## config.mk

```make
export PLATFORM = sky130hd
export DESIGN_NAME = im_fetch_ctrl
export DESIGN_NICKNAME = d
export VERILOG_FILES = /design/src/rtl/im_fetch_ctrl.sv
export SDC_FILE = /design/constraint.sdc
export NUM_CORES = 1
export LEC_CHECK = 0
export ABC_AREA = 1
export CAP_MARGIN = 20
export CELL_PAD_IN_SITES_DETAIL_PLACEMENT = 0
export CELL_PAD_IN_SITES_GLOBAL_PLACEMENT = 1
export CORE_UTILIZATION = 36
export CTS_BUF_LIST = sky130_fd_sc_hd__clkbuf_8
export CTS_CLUSTER_DIAMETER = 120
export CTS_CLUSTER_SIZE = 8
export DETAILED_ROUTE_END_ITERATION = 10
export PLACE_DENSITY_LB_ADDON = 0.05
export SYNTH_ARGS = -nofsm -noshare
export SYNTH_HDL_FRONTEND = slang
export SYNTH_SLANG_ARGS = --single-unit
```

## constraint.sdc

```tcl
create_clock -name clk -period 4.15 [get_ports clk]
set_input_delay 0.415 -clock clk [delete_from_list [all_inputs] [get_ports clk]]
set_output_delay 0.415 -clock clk [all_outputs]
set_load 0.01 [all_outputs]
```

## src/rtl/im_fetch_ctrl.sv

```systemverilog
// Instruction-memory fetch sequencer: owns the PC, issues IM reads, buffers returned words with their PC
// and hands them to decode over valid/ready. Define FETCH_PERF_EN to add fetch/stall performance counters.
module im_fetch_ctrl #(
  parameter int                ADDR_W    = 10,
  parameter int                DATA_W    = 32,
  parameter int                BUF_DEPTH = 2,
  parameter logic [ADDR_W-1:0] RESET_PC  = '0
) (
  input  logic              clk,
  input  logic              rst,
  output logic              im_read,
  output logic [ADDR_W-1:0] im_addr,
  input  logic [DATA_W-1:0] im_data,
  output logic              if_valid,
  output logic [DATA_W-1:0] if_inst,
  output logic [ADDR_W-1:0] if_pc,
  input  logic              if_ready,
  input  logic              redirect,
  input  logic [ADDR_W-1:0] redirect_pc,
  input  logic              halt
`ifdef FETCH_PERF_EN
  ,
  output logic [31:0]       perf_fetch_cnt,
  output logic [31:0]       perf_stall_cnt
`endif
);

  localparam int                PTR_W     = $clog2(BUF_DEPTH);
  localparam int                CNT_W     = $clog2(BUF_DEPTH + 1);
  localparam logic [PTR_W-1:0]  LAST_IDX  = PTR_W'(BUF_DEPTH - 1);
  localparam logic [CNT_W:0]    DEPTH_EXT = (CNT_W + 1)'(BUF_DEPTH);

  typedef struct packed {
    logic [ADDR_W-1:0] pc;
    logic [DATA_W-1:0] inst;
  } entry_t;

  entry_t            buf_mem [BUF_DEPTH];
  entry_t            head;
  logic [PTR_W-1:0]  wr_ptr_q, rd_ptr_q;
  logic [CNT_W-1:0]  cnt_q;
  logic [ADDR_W-1:0] pc_q, inflight_pc_q;
  logic              inflight_q, kill_q;

  logic              pop, pop_eff, push;
  logic [CNT_W:0]    occupancy;

  function automatic logic [PTR_W-1:0] ptr_inc(input logic [PTR_W-1:0] p);
    return (p == LAST_IDX) ? '0 : p + PTR_W'(1);
  endfunction

  assign pop     = if_valid & if_ready;
  assign pop_eff = pop & ~redirect;
  // A killed response belongs to the flushed stream and must never enter the buffer.
  assign push    = inflight_q & ~kill_q;

  // Slots already committed (buffered plus in flight) after this cycle's pop; a new read
  // is only issued when its response is guaranteed a free slot, so the buffer cannot overflow.
  assign occupancy = {1'b0, cnt_q} + {{CNT_W{1'b0}}, inflight_q} - {{CNT_W{1'b0}}, pop};
  assign im_read   = ~rst & ~halt & ~redirect & (occupancy < DEPTH_EXT);
  assign im_addr   = pc_q;

  assign head     = buf_mem[rd_ptr_q];
  assign if_valid = (cnt_q != '0);
  assign if_inst  = if_valid ? head.inst : '0;
  assign if_pc    = if_valid ? head.pc   : '0;

  // NOTE: sequential state uses non-blocking assignments so every register samples
  // pre-edge values; blocking here would create order-dependent simulation races.
  always_ff @(posedge clk) begin
    if (rst) begin
      pc_q          <= RESET_PC;
      inflight_q    <= 1'b0;
      inflight_pc_q <= '0;
      kill_q        <= 1'b0;
      wr_ptr_q      <= '0;
      rd_ptr_q      <= '0;
      cnt_q         <= '0;
    end else if (redirect) begin
      pc_q       <= redirect_pc;
      inflight_q <= 1'b0;
      kill_q     <= inflight_q;
      wr_ptr_q   <= '0;
      rd_ptr_q   <= '0;
      cnt_q      <= '0;
    end else begin
      kill_q     <= 1'b0;
      inflight_q <= im_read;
      if (im_read) begin
        pc_q          <= pc_q + ADDR_W'(1);
        inflight_pc_q <= pc_q;
      end
      if (push) wr_ptr_q <= ptr_inc(wr_ptr_q);
      if (pop_eff) rd_ptr_q <= ptr_inc(rd_ptr_q);
      case ({push, pop_eff})
        2'b10:   cnt_q <= cnt_q + CNT_W'(1);
        2'b01:   cnt_q <= cnt_q - CNT_W'(1);
        default: cnt_q <= cnt_q;
      endcase
    end
  end

  // NOTE: the buffer storage is deliberately not reset; cnt_q gates every read of it,
  // so stale contents are never observable and the array can map onto plain flops/RAM.
  always_ff @(posedge clk) begin
    if (!rst && !redirect && push) begin
      buf_mem[wr_ptr_q] <= '{pc: inflight_pc_q, inst: im_data};
    end
  end

`ifdef FETCH_PERF_EN
  // Saturating counters; only rst clears them, redirects leave them running.
  always_ff @(posedge clk) begin
    if (rst) begin
      perf_fetch_cnt <= '0;
      perf_stall_cnt <= '0;
    end else begin
      if (pop_eff && (perf_fetch_cnt != '1)) perf_fetch_cnt <= perf_fetch_cnt + 32'd1;
      if (if_ready && !if_valid && (perf_stall_cnt != '1)) perf_stall_cnt <= perf_stall_cnt + 32'd1;
    end
  end
`else
  // Performance counters are absent in this build.
`endif

endmodule
```

Word level (Yosys, flattened, before mapping). Memories as Yosys holds them, arrays and structs flattened. A register that Yosys moved wholly into a read port is not among the register bits. Cells that the tools add are included.

Output and inout port bits: 54. Memories kept: 1. Word-level logic and storage cells: 49. Register bits: 26. Bits in writable memories: 84. Input bits: 47.

Reductions and logical operators: 10. Mux-type cells: 11. Add/subtract/negate cells: 7. Order comparisons: 1. Eq/ne operators: 2. Bitwise logic cells: 10.

Memories: buf_mem (words 2, width 42, read ports 1, clocked after Yosys merged registers in 1, write ports 1, line 38) `entry_t buf_mem [BUF_DEPTH];`.

Operators with widths (count): 2-to-1 mux 32 bit (1); 2-to-1 mux 10 bit (3); adder 10 x 1 -> 10 bit, second input constant (1); bitwise AND 1 bit (6); 2-to-1 mux 1 bit (6); nonzero test 2 bit (3); inverter 1 bit (4); case mux 2 bit (2 select lines) (1); OR reduction 2 bit (2); adder 2 x 1 -> 3 bit (1); less-than comparator 3 x 2 -> 1 bit, second input constant (1); subtractor 3 x 1 -> 3 bit (1); adder 1 bit, second input constant (2); adder 2 x 1 -> 2 bit, second input constant (1); == test 2 x 1 -> 1 bit, second input constant (1); == test 2 bit, second input constant (1); logical AND 1 bit (2); zero test 1 bit (2); AND reduction 2 bit (1); subtractor 2 x 1 -> 2 bit, second input constant (1).

Depth between registers and ports, before layout. Gate-level depths: netlist (run 1).

Depth after elaboration: 7. Depth in mapped cells: 16. Mapped depth without buffers: 16.

Worst setup path after synthesis (run 1). No wires, ideal clock.

Path type: input to register. Start point: in rst. End point: mem buf_mem[1][0] (netlist name) (enable). Cell stages on the path: 4. Path buffers: 1. Library setup time: 0.494 ns. Data arrival time: 3.606 ns. Path slack: 0.050 ns. Data required time: 3.656 ns. Cell sequence: buf_6 inv_2 nand2_2 nor3_1.

Word-level cells in the longest chain between the ends: 5.

RTL lines: start, declared (line 10) `input logic rst,`; zero test 1 bit (line 106) `if (!rst && !redirect && push) begin`; logical AND 1 bit (2 in a row) (line 106); 2-to-1 mux 1 bit (line 106); 2-to-1 mux 1 bit (implied by the code) (line 107) `buf_mem[wr_ptr_q] <= '{pc: inflight_pc_q, inst: im_data};`; end, declared (line 38).

No other way between the ends.

Worst setup path after layout (run 1).
Start point: reg cnt_q[0]. End point: out im_read.

Word-level cells in the longest chain between the ends: 5. Elaborated cells between the ends (all ways): 6. Those cells by class: add/sub: 2; order compare: 1; bitwise: 2; reduce/logical: 1.

RTL lines: start, declared (line 41) `logic [CNT_W-1:0] cnt_q;`; start signal, assigned (line 96) `2'b10: cnt_q <= cnt_q + CNT_W'(1);`; start signal, assigned (line 97) `2'b01: cnt_q <= cnt_q - CNT_W'(1);`; start signal, assigned (line 98) `default: cnt_q <= cnt_q;`; parallel branches: the longest is 2 deep, another holds adder 2 x 1 -> 3 bit; subtractor 3 x 1 -> 3 bit (*) (line 59) `assign occupancy = {1'b0, cnt_q} + {{CNT_W{1'b0}}, inflight_q} - {{CNT_W{1'b0}}, pop};`; less-than comparator 3 x 2 -> 1 bit (*) (line 60) `assign im_read = ~rst & ~halt & ~redirect & (occupancy < DEPTH_EXT);`; bitwise AND 1 bit (*) (line 60); end, declared (line 11) `output logic im_read,`.

Every way passes the cells marked *.

==> flow_summary.ini, run 1 <==
[clock_network]
cts_resized = 0
insertion_delay_ns = 0.37
cts.sinks = 111
clock_path_buffers = 2
root_buffer = clkbuf_8
cts_buffers = 9
htreeDepth = 3
cts_tree = yes
holdBufCountCts = 0
path_clk_slew_ns = 0.10

[run]
drv_cap = 0

[logic_synthesis]
yosysMostFrequentCell = nand2_1
yosysTopAreaCellShare = 0.5602
synth_flop_cell = edfxtp_1
async_flop_share = 0
synth_fp_nets = 470
synth_edf_count = 84
synth_warnings = 0
yosys-top-cells-count = 128 x nand2_1, 84 x edfxtp_1, 58 x a21oi_1
synth-seq-cells = 111
yosysSeqAreaShare = 0.6802
synth_cells = 419
synth_area_leaders = edfxtp_1 56%, dfxtp_1 12%, nand2_1 11%
synth_area_um2 = 4503
syn_area_per_cell_um2 = 10.75
yosys.area.top_type = edfxtp_1
synth.distinct_cells = 32

[routing]
vias = 3156
ant_nets = 0
avgViaCountPerCell = 4.548
route.detailed.drc = 0
first_pass_iters = 4
wl_per_cell_um = 14.43
routed_wl_um = 10020
drt_iter0_drc = 159

[power_and_ir_drop]
p_sw_uw = 428.8
pwr-share-seq = 0.599
p_per_area_nw_per_um2 = 344.9
clockPowerShare = 0.328
p_int_uw = 1613
leakage_uw = 0.002116
vdd_drop_max_uv = 133.1
swShare = 0.2101
combPwrFrac = 0.073

[layout]
final_nets = 572
fin_area_um2 = 5919
instances_no_fill = 694
drive_gt1_frac = 0.07795
syn_to_final_growth_pct = 31.45
num_antenna_cells = 0

[sta]
setup_slack_ns = 0.3307
period_minus_slack_ns = 3.819
rsz0062_at_grt = false
setup_tns_ns = 0
setup_violations = 0
fmax_mhz = 261.8
hold_slack_ns = 0.4579
drv_slew = 0
hold_viol_final = 0
max_slew_margin = 0.3273
min_period_over_period = 0.9203
fin_skew_ns = 0.005569
tightestPinTransition_ns = 1.008

[placed_design]
portBuffers = 100
placed_cells = 676
placed_cell_area_um2 = 5697
hpwl_um = 6122
pre_cts_slack_ns = 0.2000
finalWeightedCongestion = 0.7358

[run_status]
status = finished clean

[setup_path]
crit_end = im_read
cp_data_required_time_ns = 3.73
reg2reg_from = cnt_q[0]
cpMaxStageDelayCell = fa_1
crit_path_frequent_cell = inv_1
cp-end-kind = primary output
reg2reg_to = im_addr[4]
crit_path_start = cnt_q[0]
criticalPathCategory = flop to primary output
rr_worst_depth = 15
worst-r2r-setup-slack_ns = 0.91
cp-start-kind = flop
crit_path_max_incr_delay_ns = 0.58
crit_chain = nor2_4, inv_1, nand2_1, inv_1, ha_1, or2_2, fa_1, nand3_4, nor2_8, clkdlybuf4s50_1
arrival_ns = 3.40
cp_max_fo = 11

[die]
coreArea_um2 = 12110
pin_count = 101
design.die.area_um2 = 12960
rows = 40
initial_utilization = 0.3718
fp.dieH_um = 113.8
die_x_um = 113.8

[global_route]
overflow = 0
grt_pass1_vias = 3092
grtUsageTotal = 0.1621
antenna_found_initial = 0
grt_max_degree = 43
grt_pass1_wl_um = 15800

[min_path]
hold_depth = 0
hp-class = flop to flop
-- worst max-delay path: cells and delay by family, from the launching register on --
family	cells	cell delay, ns
adder cells (fa/ha/maj)	2	0.84
buffers and inverters	3	0.71
flip-flops	1	0.43
AND/OR/NAND/NOR	5	1.06
-- flip-flops by register name, indices dropped and copies added (netlist names), named ones only --
signal and cells:
im_addr 10, inflight_q 1, buf_mem 84, kill_q 1
wr_ptr_q 1, inflight_pc_q 10, rd_ptr_q 1, cnt_q 2
-- area by class of cell --
| class | count | area [um2] |
|---|---|---|
| fillers | 1154 | 6192 |
| inverters | 26 | 97.59 |
| repair buffers | 107 | 1054 |
| flip-flops and latches | 111 | 3064 |
| multi-input cells | 266 | 1284 |
| clock buffers | 12 | 165.2 |
| well taps | 168 | 210.2 |
| clock inverters | 4 | 45.04 |
-- how the worst min path moves through the flow --
stage	from	end	slack, ns
2_1_floorplan	inflight_pc_q[3]	buf_mem[0][35]	0.42
3_3_place_gp	inflight_pc_q[5]	buf_mem[0][37]	0.43
3_5_place_dp	inflight_pc_q[4]	buf_mem[0][36]	0.44
4_1_cts	inflight_pc_q[4]	buf_mem[0][36]	0.46
5_1_grt	inflight_pc_q[4]	buf_mem[0][36]	0.48
6_report	inflight_pc_q[4]	buf_mem[0][36]	0.46
-- metal layers --
layer | track usage | vias to the layer above | wire (um)
met5 | 0 | - | 0
met4 | 0.05541 | 0 | 138
met3 | 0.03401 | 13 | 375
met2 | 0.2707 | 66 | 4756
met1 | 0.2100 | 1456 | 4744
li1 | - | 1621 | -
-- per-stage QoR --
stage            util  total power (uW)
5_1_grt        0.4887              2132
4_1_cts        0.4882              2065
2_1_floorplan       -              1306
3_3_place_gp   0.4704              1394
6_report       0.4887              2042
3_5_place_dp   0.4704              1397
-- power by group through the flow --
stage	clock network (uW)	registers, uW	logic (uW)
after floorplan	0	1250	59.4
after global placement	0	1250	148
after detailed placement	0	1250	150
after CTS	691	1220	151
after global routing	743	1230	164
final	670	1220	149
-- cells by family after synthesis --
group	count (synthesis)	share of synthesized area
fa+ha+maj	4	0.01278
simple gates	179	0.1678
xor+xnor	3	0.005836
compound gates	78	0.09197
buf+inv	44	0.04140
flops	111	0.6802
-- layout by cell type (no fill, tap or decap), drive strengths merged --
master,count
buf,7
ha,3
o21ai,13
clkinv,1
edfxtp,84
clkinvlp,1
inv,27
nor3,2
a21boi,2
a21oi,59
nand2,131
a211oi,1
xor2,2
bufinv,1
fa,1
nor2,27
nand3,20
xnor2,1
or2,1
o21a,1
o21bai,2
clkdlybuf4s50,100
clkbuf,12
dfxtp,27
-- timing repair --
item | in CTS | in global routing
buffers inserted | 0 | 0
gates cloned | 1 | 1
pin swaps | 1 | 1
hold endpoints to repair | 0 | 0
setup endpoints to repair | 1 | 1
No activity file was read; power rests on OpenSTA's default activity.
==> run 2: changes to the inputs <==
--- a/config.mk
+++ b/config.mk
@@ -14,6 +14,7 @@
 export CTS_CLUSTER_DIAMETER = 120
 export CTS_CLUSTER_SIZE = 8
 export DETAILED_ROUTE_END_ITERATION = 10
+export GPL_ROUTABILITY_DRIVEN = 1
 export PLACE_DENSITY_LB_ADDON = 0.05
 export SYNTH_ARGS = -nofsm -noshare
 export SYNTH_HDL_FRONTEND = slang
==> results of run 2 <==
Final layout, timing and power as in run 1 (identical DEF).
